[config.mk]
export PLATFORM = sky130hd
export DESIGN_NAME = arf_variance_monitor
export DESIGN_NICKNAME = d
export VERILOG_FILES = /design/src/rtl/arf_pkg.sv /design/src/rtl/arf_err_stat.sv /design/src/rtl/arf_variance_monitor.sv
export SDC_FILE = /design/constraint.sdc
export NUM_CORES = 2
export LEC_CHECK = 0
export CAP_MARGIN = 40
export CELL_PAD_IN_SITES_DETAIL_PLACEMENT = 1
export CELL_PAD_IN_SITES_GLOBAL_PLACEMENT = 1
export CORE_UTILIZATION = 53
export CTS_BUF_LIST = sky130_fd_sc_hd__clkbuf_8
export DETAILED_ROUTE_END_ITERATION = 12
export PLACE_DENSITY_LB_ADDON = 0.05
export SETUP_SLACK_MARGIN = 0.3
export SYNTH_ARGS = -nofsm -noshare
export SYNTH_HDL_FRONTEND = slang
export SYNTH_SLANG_ARGS = --single-unit
[constraint.sdc]
create_clock -name clk -period 20.9 [get_ports clk]
set_input_delay 4.18 -clock clk [delete_from_list [all_inputs] [get_ports clk]]
set_output_delay 4.18 -clock clk [all_outputs]
set_load 0.02 [all_outputs]
[src/rtl/arf_pkg.sv]
// rtl/arf_pkg.sv - shared types and width helpers for the ARF variance monitor
//
// Purpose: state encoding for the monitor FSM and width functions that tie the
// error, square and accumulator widths to W (sample width) and LOG_N (window).
package arf_pkg;

  typedef enum logic [2:0] {
    IDLE,
    ACC,
    MEAN,
    VAR,
    OUT
  } arf_state_e;

  // Difference of two W-bit two's complement values always fits in W+1 bits.
  function automatic int err_w(input int w);
    return w + 1;
  endfunction

  // Square of a (W+1)-bit signed error, stored as 2W+2 bits.
  function automatic int sq_w(input int w);
    return 2 * w + 2;
  endfunction

  // Signed error sum over 2^LOG_N samples.
  function automatic int sum_w(input int w, input int log_n);
    return w + 1 + log_n;
  endfunction

  // Unsigned square sum over 2^LOG_N samples.
  function automatic int sqacc_w(input int w, input int log_n);
    return 2 * w + 2 + log_n;
  endfunction

endpackage

[src/rtl/arf_err_stat.sv]
// rtl/arf_err_stat.sv - per-channel error accumulation, mean and clamped variance
//
// Purpose: forms e = approx - exact, accumulates sum(e) and sum(e*e) over a
// window, then computes mean = floor(sum / N) and var = sum(e*e)/N - mean^2
// (clamped at zero) in two separate cycles under control of the parent FSM.
// Ports:
//   clk, rst_n       clock, asynchronous active-low reset
//   clear            zero both accumulators (window start)
//   acc_en           accumulate the current sample pair
//   mean_en          load mean from the error sum
//   var_en           load variance from the square sum and registered mean
//   exact, approx    W-bit two's complement sample pair
//   mean             signed W+1-bit error mean (held between windows)
//   variance         unsigned 2W+2-bit error variance (held between windows)
module arf_err_stat
  import arf_pkg::*;
#(
  parameter int W     = 16,
  parameter int LOG_N = 4
) (
  input  logic                clk,
  input  logic                rst_n,
  input  logic                clear,
  input  logic                acc_en,
  input  logic                mean_en,
  input  logic                var_en,
  input  logic [W-1:0]        exact,
  input  logic [W-1:0]        approx,
  output logic signed [W:0]   mean,
  output logic [2*W+1:0]      variance
);

  localparam int EW   = err_w(W);
  localparam int SQW  = sq_w(W);
  localparam int SUMW = sum_w(W, LOG_N);
  localparam int SQAW = sqacc_w(W, LOG_N);

  logic signed [EW-1:0]   err;
  logic signed [SQW-1:0]  err_x;
  logic signed [SQW-1:0]  err_sq_s;
  logic [SQW-1:0]         err_sq;
  logic signed [SUMW-1:0] err_acc_x;

  logic signed [SUMW-1:0] sum;
  logic [SQAW-1:0]        sq;

  logic signed [SQW:0]    mean_x;
  logic signed [SQW:0]    mean_sq;
  logic signed [SQW:0]    sq_mean;
  logic signed [SQW:0]    var_t;

  assign err       = $signed({approx[W-1], approx}) - $signed({exact[W-1], exact});
  assign err_x     = {{(SQW - EW){err[EW-1]}}, err};
  assign err_sq_s  = err_x * err_x;
  assign err_sq    = err_sq_s;
  assign err_acc_x = {{(SUMW - EW){err[EW-1]}}, err};

  // The variance step uses the registered mean, so mean must be loaded one
  // cycle earlier. Both operands fit in SQW bits; one extra sign bit lets the
  // difference go negative, which only happens through floor rounding of mean.
  assign mean_x  = {{(SQW + 1 - EW){mean[EW-1]}}, mean};
  assign mean_sq = mean_x * mean_x;
  assign sq_mean = {1'b0, SQW'(sq >> LOG_N)};
  assign var_t   = sq_mean - mean_sq;

  always_ff @(posedge clk or negedge rst_n) begin
    if (!rst_n) begin
      sum      <= '0;
      sq       <= '0;
      mean     <= '0;
      variance <= '0;
    end else begin
      if (clear) begin
        sum <= '0;
        sq  <= '0;
      end else if (acc_en) begin
        sum <= sum + err_acc_x;
        sq  <= sq + {{LOG_N{1'b0}}, err_sq};
      end
      if (mean_en) begin
        // Arithmetic shift floors toward -inf; the quotient always fits EW bits.
        mean <= EW'(sum >>> LOG_N);
      end
      if (var_en) begin
        variance <= var_t[SQW] ? '0 : var_t[SQW-1:0];
      end
    end
  end

endmodule

[src/rtl/arf_variance_monitor.sv]
// rtl/arf_variance_monitor.sv - windowed error mean/variance monitor for ARF outputs
//
// Purpose: accepts 2^LOG_N exact/approx sample pairs for two ARF output channels
// (out_27 -> channel 0, out_28 -> channel 1), then reports per-channel error
// mean and variance through a valid/ready result port.
// Ports:
//   clk, rst_n                 clock, asynchronous active-low reset
//   start                      begin a window (honoured only in IDLE)
//   in_valid / in_ready        sample pair handshake (in_ready high only in ACC)
//   exact0, approx0            channel 0 samples
//   exact1, approx1            channel 1 samples
//   res_valid / res_ready      result handshake, results held until accepted
//   mean0, mean1               signed error means
//   var0, var1                 unsigned error variances
//   busy                       high whenever the FSM is not IDLE
module arf_variance_monitor
  import arf_pkg::*;
#(
  parameter int W     = 16,
  parameter int LOG_N = 4
) (
  input  logic                clk,
  input  logic                rst_n,
  input  logic                start,
  input  logic                in_valid,
  output logic                in_ready,
  input  logic [W-1:0]        exact0,
  input  logic [W-1:0]        approx0,
  input  logic [W-1:0]        exact1,
  input  logic [W-1:0]        approx1,
  output logic                res_valid,
  input  logic                res_ready,
  output logic signed [W:0]   mean0,
  output logic signed [W:0]   mean1,
  output logic [2*W+1:0]      var0,
  output logic [2*W+1:0]      var1,
  output logic                busy
);

  localparam logic [LOG_N-1:0] LAST = '1;

  arf_state_e       state;
  logic [LOG_N-1:0] count;
  logic             take;
  logic             clear;
  logic             mean_en;
  logic             var_en;

  assign take    = in_valid & in_ready;
  assign clear   = (state == IDLE) & start;
  assign mean_en = (state == MEAN);
  assign var_en  = (state == VAR);

  // in_ready, res_valid and busy are registered alongside the state so that
  // in_ready rises only on the cycle after IDLE->ACC; a sample held on
  // in_valid across that edge is taken exactly once.
  always_ff @(posedge clk or negedge rst_n) begin
    if (!rst_n) begin
      state     <= IDLE;
      count     <= '0;
      in_ready  <= 1'b0;
      res_valid <= 1'b0;
      busy      <= 1'b0;
    end else begin
      case (state)
        IDLE: begin
          if (start) begin
            state    <= ACC;
            count    <= '0;
            in_ready <= 1'b1;
            busy     <= 1'b1;
          end
        end
        ACC: begin
          if (take) begin
            count <= count + 1'b1;
            if (count == LAST) begin
              state    <= MEAN;
              in_ready <= 1'b0;
            end
          end
        end
        MEAN: begin
          state <= VAR;
        end
        VAR: begin
          state     <= OUT;
          res_valid <= 1'b1;
        end
        OUT: begin
          if (res_ready) begin
            state     <= IDLE;
            res_valid <= 1'b0;
            busy      <= 1'b0;
          end
        end
        default: begin
          state     <= IDLE;
          in_ready  <= 1'b0;
          res_valid <= 1'b0;
          busy      <= 1'b0;
        end
      endcase
    end
  end

  arf_err_stat #(
    .W     (W),
    .LOG_N (LOG_N)
  ) u_stat0 (
    .clk      (clk),
    .rst_n    (rst_n),
    .clear    (clear),
    .acc_en   (take),
    .mean_en  (mean_en),
    .var_en   (var_en),
    .exact    (exact0),
    .approx   (approx0),
    .mean     (mean0),
    .variance (var0)
  );

  arf_err_stat #(
    .W     (W),
    .LOG_N (LOG_N)
  ) u_stat1 (
    .clk      (clk),
    .rst_n    (rst_n),
    .clear    (clear),
    .acc_en   (take),
    .mean_en  (mean_en),
    .var_en   (var_en),
    .exact    (exact1),
    .approx   (approx1),
    .mean     (mean1),
    .variance (var1)
  );

endmodule
# Word-level counts from Yosys, hierarchy flattened
# Index checks and enable logic that the tools add are counted.
[classes]
mux = 25
n_eq_ne = 9
add_sub_neg = 9
bitwise_logic = 5
n_reduce_logical = 11
multipliers = 4
[op_table]
columns = ["operator", "n"]
rows = [
  ["38-bit two-way mux", 4],
  ["17-bit by 17-bit multiplier with 34-bit output", 4],
  ["21-bit two-way mux", 4],
  ["38-bit by 34-bit adder with 38-bit output", 2],
  ["35-bit subtractor", 2],
  ["34-bit two-way mux", 2],
  ["21-bit by 17-bit adder with 21-bit output", 2],
  ["16-bit by 16-bit subtractor with 17-bit output", 2],
  ["3-bit case mux with 5 select lines", 1],
  ["3-bit two-way mux", 4],
  ["1-bit case mux with 3 select lines", 3],
  ["3-bit OR reduction", 3],
  ["4-bit two-way mux", 2],
  ["2-bit inequality test, second input constant", 4],
  ["4-bit case mux with 2 select lines", 1],
  ["4-bit AND reduction", 2],
  ["3-bit by 2-bit equality test with 1-bit output, second input constant", 2],
  ["3-bit AND reduction", 2],
  ["4-bit by 1-bit adder with 4-bit output, second input constant", 1],
  ["4-bit equality test, second input constant", 1],
  ["1-bit two-way mux", 4],
  ["2-bit nonzero test", 2],
  ["3-bit by 1-bit equality test with 1-bit output, second input constant", 1],
  ["3-bit equality test, second input constant", 1],
  ["other kinds (4)", 7],
]
[totals]
inputBits = 69
output_inout_bits = 105
ff_bits = 230
word_cells = 76

# Logic depth before layout (Yosys ltp)
[depth]
ltp_word = 5
ltp_mapped = 49
mapped_depth_nobuf = 48

# Cells and area by module
# Synthesis repeated with hierarchy kept, for this count alone.
[unflattened]
cells_unflattened = 6149
hier_area_um2 = 57288.7
[by_module_without_submodules]
columns = ["module", "instances", "area_each_um2", "cells_per_inst"]
rows = [
  ["arf_err_stat at u_stat0", 1, 28579.9, 3073],
  ["arf_err_stat at u_stat1", 1, 28180.8, 3020],
  ["arf_variance_monitor", 1, 528.0, 56],
]

# Least setup slack after synthesis
# Ideal clock, no wire load.
[synth_timing]
path_kind = "in2reg"
from = "input port approx0[0]"
to = "register u_stat0.sq[37]"
path_slack_ps = 7044
arrival_time_ps = 13774
cell_stages = 41
cell_sequence = "inv_1 ha_1 fa_1 nor2b_1 o21ai_0 nand2b_1 a31oi_1 a311oi_1 nor3_1 or2_2 xnor2_1 inv_1 clkbuf_1 nand2_1 inv_1 fa_1 fa_1 inv_1 (+5 left out) fa_1 inv_1 ha_1 or3_1 or3_1 o21ai_0 a21oi_1 a221o_1 a31o_2 a21oi_1 xnor2_1 ha_1 nand3_1 or4b_2 a211oi_2 a31oi_1 mux2_2 a31oi_1"
[synth_between]
elab_chain_len = 5
[synth_lines]
columns = ["element", "line_no", "source"]
rows = [
  ["start, declared", "arf_variance_monitor.sv:28", "input logic [W-1:0] approx0,"],
  ["16-bit by 16-bit subtractor with 17-bit output", "arf_err_stat.sv:52", "assign err = $signed({approx[W-1], approx}) - $signed({exact[W-1], exact});"],
  ["17-bit by 17-bit multiplier with 34-bit output", "arf_err_stat.sv:54", "assign err_sq_s = err_x * err_x;"],
  ["38-bit by 34-bit adder with 38-bit output", "arf_err_stat.sv:78", "sq <= sq + {{LOG_N{1'b0}}, err_sq};"],
  ["38-bit two-way mux", "arf_err_stat.sv:76", "end else if (acc_en) begin"],
  ["38-bit two-way mux", "arf_err_stat.sv:73", "if (clear) begin"],
  ["end signal, assigned", "arf_err_stat.sv:78", ""],
  ["end, declared", "arf_err_stat.sv:45", "logic [SQAW-1:0] sq;"],
]
# No other way between the ends. The select of a mux whose other input is x is not followed.
# A chain may end at the register's enable or synchronous reset.

# Worst setup path in the final report
[layout_timing]
from = "input port exact1[2]"
to = "register u_stat1.sq[34]"
[layout_between]
elab_chain_len = 5
[layout_lines]
columns = ["element", "line_no", "source"]
rows = [
  ["start, declared", "arf_variance_monitor.sv:29", "input logic [W-1:0] exact1,"],
  ["16-bit by 16-bit subtractor with 17-bit output", "arf_err_stat.sv:52", ""],
  ["17-bit by 17-bit multiplier with 34-bit output", "arf_err_stat.sv:54", ""],
  ["38-bit by 34-bit adder with 38-bit output", "arf_err_stat.sv:78", ""],
  ["38-bit two-way mux", "arf_err_stat.sv:76", ""],
  ["38-bit two-way mux", "arf_err_stat.sv:73", ""],
  ["end signal, assigned", "arf_err_stat.sv:78", ""],
  ["end, declared", "arf_err_stat.sv:45", ""],
]
# No other way between the ends. The select of a mux whose other input is x is not followed.

==> metrics.txt <==
status=finished, violations left; failing checks=DRC; Setup Skew=23.5 ps; number of synthesized flops with an enable pin=0; r2r startpoint=u_stat0.mean[9]; Clock Path Buffers=3; depth of the worst hold-timing path=2; worst endpoint data arrival time=~16000 ps; reg2reg setup slack=roughly 11000 ps; cell taking the most area after synthesis=fa_1; Max Cap Viol=0; pin count of the biggest net entering global routing=about 160; synth cell count leaders=inv_1, fa_1, nand2_1, ha_1, nor2_1; minimum clock period=15130 ps; DIE AREA=around 110000 µm²; most common cell in the synthesized netlist=inv_1; GPL Wtd Cong=roughly 0.88; ys async rst share=between 90% and 100%; Seq/Total Area, Yosys=10.1%; slew margin rel.=31.3%; Crit path required time=roughly 21000 ps; crit path launch type=input pin; Wirelength per Cell=~21 µm; Area Overhead vs Synth=8.09%; Peak Freq=66.1 MHz; Final Hold Viols=0; Hold Crit Start=u_stat1.variance[0]; prevailing post-synth register cell=dfrtp_1; cts hold-fix bufs=0; share of layout cells above drive strength 1=roughly 4.0%; Setup Buffers After CTS=0; Filler cells=12323; Synth warnings=0; total gr overflow=0; Slowest-stage cell, CP=xor2_1; period utilization=roughly 72%; vias=between 40000 and 50000; WL final=between 150000 and 200000 µm; initial DRC count=approximately 2400; Mean Syn Cell Area=approximately 9 µm²; RR Endpoint=u_stat0.variance[31]; Antenna Nets Post-Route=0; clk_lat worst skew=630 ps; Initial DRT Pass Iterations=11; initial antenna violation count=1; unrepaired setup endpoints after global routing=false; CTS tree=yes; drc violations=12; post-synthesis cell area=between 50000 and 60000 µm²; # resized after CTS=0; clock sinks=230; Syn Nets=about 8000; Syn Inst Count=around 6300; Worst-Margin Slew=between 1000 and 1500 ps; post-DR vias/cell=roughly 5.6; Post-DP HPWL=~140000 µm; setup violators final=0; IO Pins=between 150 and 200; crit-path max FO=12; Die X=roughly 330 µm; Row Count=between 100 and 150; setup tns final=0 ps; top cell type's share of synthesized area=a little under two fifths; Clock Pin Slew Worst Setup and Hold Paths=~60 ps; Crit path largest cell delay=630 ps; H-Tree Depth=2; first-pass GRT wire length=approximately 270000 µm; Worst R2R Path Depth=32; Clock Tree Root=clkbuf_8; hold path endpoint=u_stat1.variance[0]; HP Class=flip-flop to flip-flop; # port buffers=about 170; Setup crit end kind=flip-flop; Synth area leaders=fa_1, ha_1, dfrtp_1, inv_1, nand2_1; Yosys cell types=about 90; CTS buffer count=43; CORE AREA=106000 µm²; Yosys reg bits=230; GRT Overall Usage=31.5%; Die Span Y=329 µm; crit path kind=input pin to flip-flop; initial core utilization=roughly 54%; Slew Limit Fails=0; nets=approximately 8100; number of global-route vias before repair=roughly 50000
-- per-layer routing --
| layer | GRT usage (%) | vias up | wire, µm |
|---|---|---|---|
| li1 | - | 19838 | - |
| met5 | 0 | - | 0 |
| met3 | 3.36 | 262 | 7350 |
| met2 | 53.2 | 959 | 79900 |
| met4 | 8.51 | 0 | 4550 |
| met1 | 43.1 | 22637 | 72900 |
-- registers in the layout, summed over array words and instances (netlist names), 3 cells and up --
signal            cells
count                 4
state                 3
u_stat0.mean         17
u_stat0.sq           38
u_stat0.sum          21
u_stat0.variance     34
u_stat1.mean         17
u_stat1.sq           38
u_stat1.sum          21
u_stat1.variance     34
-- logic make-up after synthesis --
logic type | count (synthesis) | share of synthesized area, %
compound gates | 979 | 11.1
xor+xnor | 335 | 5.18
mux | 25 | 0.487
simple gates | 1523 | 12.2
flops | 230 | 10.1
buf+inv | 1564 | 10.4
fa+ha+maj | 1643 | 50.5
-- worst max path at each step --
stage | end | start | cells after the start | slack, ps
6_report | u_stat1.sq[34] | exact1[2] | 42 | 5770
5_1_grt | u_stat1.sq[34] | exact1[2] | 44 | 5050
4_1_cts | u_stat1.sq[34] | exact1[2] | 43 | 5800
3_5_place_dp | u_stat1.sq[34] | exact1[2] | 46 | 5150
3_3_place_gp | u_stat1.sq[34] | approx1[0] | 47 | 5530
2_1_floorplan | u_stat0.sq[37] | approx0[0] | 41 | 7040
-- metrics by stage --
stage	hold slack, ps	setup WS [ps]	std cells	utilization (%)	instance area [µm²]
finish	481	5770	7844	58.0	61400
global route	510	5050	7844	58.0	61400
CTS	487	5800	7842	58.0	61400
detailed placement	473	5150	7762	57.0	60300
global placement	465	5530	7752	56.8	60100
floorplan	459	7040	6299	-	56800
-- layout by cell type, fill, tap and decap left out, drive strengths merged, types with 17 or more instances in the layout --
cell type	count
a211oi	33
nor3	48
a21oi	328
nand2b	79
buf	70
xnor2	201
fa	1088
clkbuf	57
nor2	386
mux2	21
nor2b	51
nand3	53
ha	555
dfrtp	230
and3	34
inv	1398
nand2	635
clkdlybuf4s50	172
nand4	22
a31o	17
o21ai	207
a31oi	30
and2	147
o21bai	36
o21a	43
o31ai	48
a21o	134
xor2	134
-- critical path, delay by kind of cell --
| kind | cells | cell delay (ps) |
|---|---|---|
| adders and majority gates | 9 | 3960 |
| and+or+nand+nor | 9 | 1990 |
| AOI/OAI and AO/OA | 16 | 3560 |
| xor gates and xnor gates | 1 | 630 |
| buffers and inverters | 7 | 1300 |
-- cell type report --
type                            instances  area [µm²]  area share (%)
Antenna cell                            1        2.50         0.00407
Multi-Input combinational cell       4505       45200            73.6
Clock inverter                         23         302           0.491
Timing Repair Buffer                  242        2370            3.87
Sequential cell                       230        5760            9.37
Inverter                             1395        5240            8.52
Tap cell                             1391        1740            2.83
Clock buffer                           57         785            1.28
Power is not shown: default switching activity piles up to over one toggle a cycle in this logic, so the estimate is an artifact.
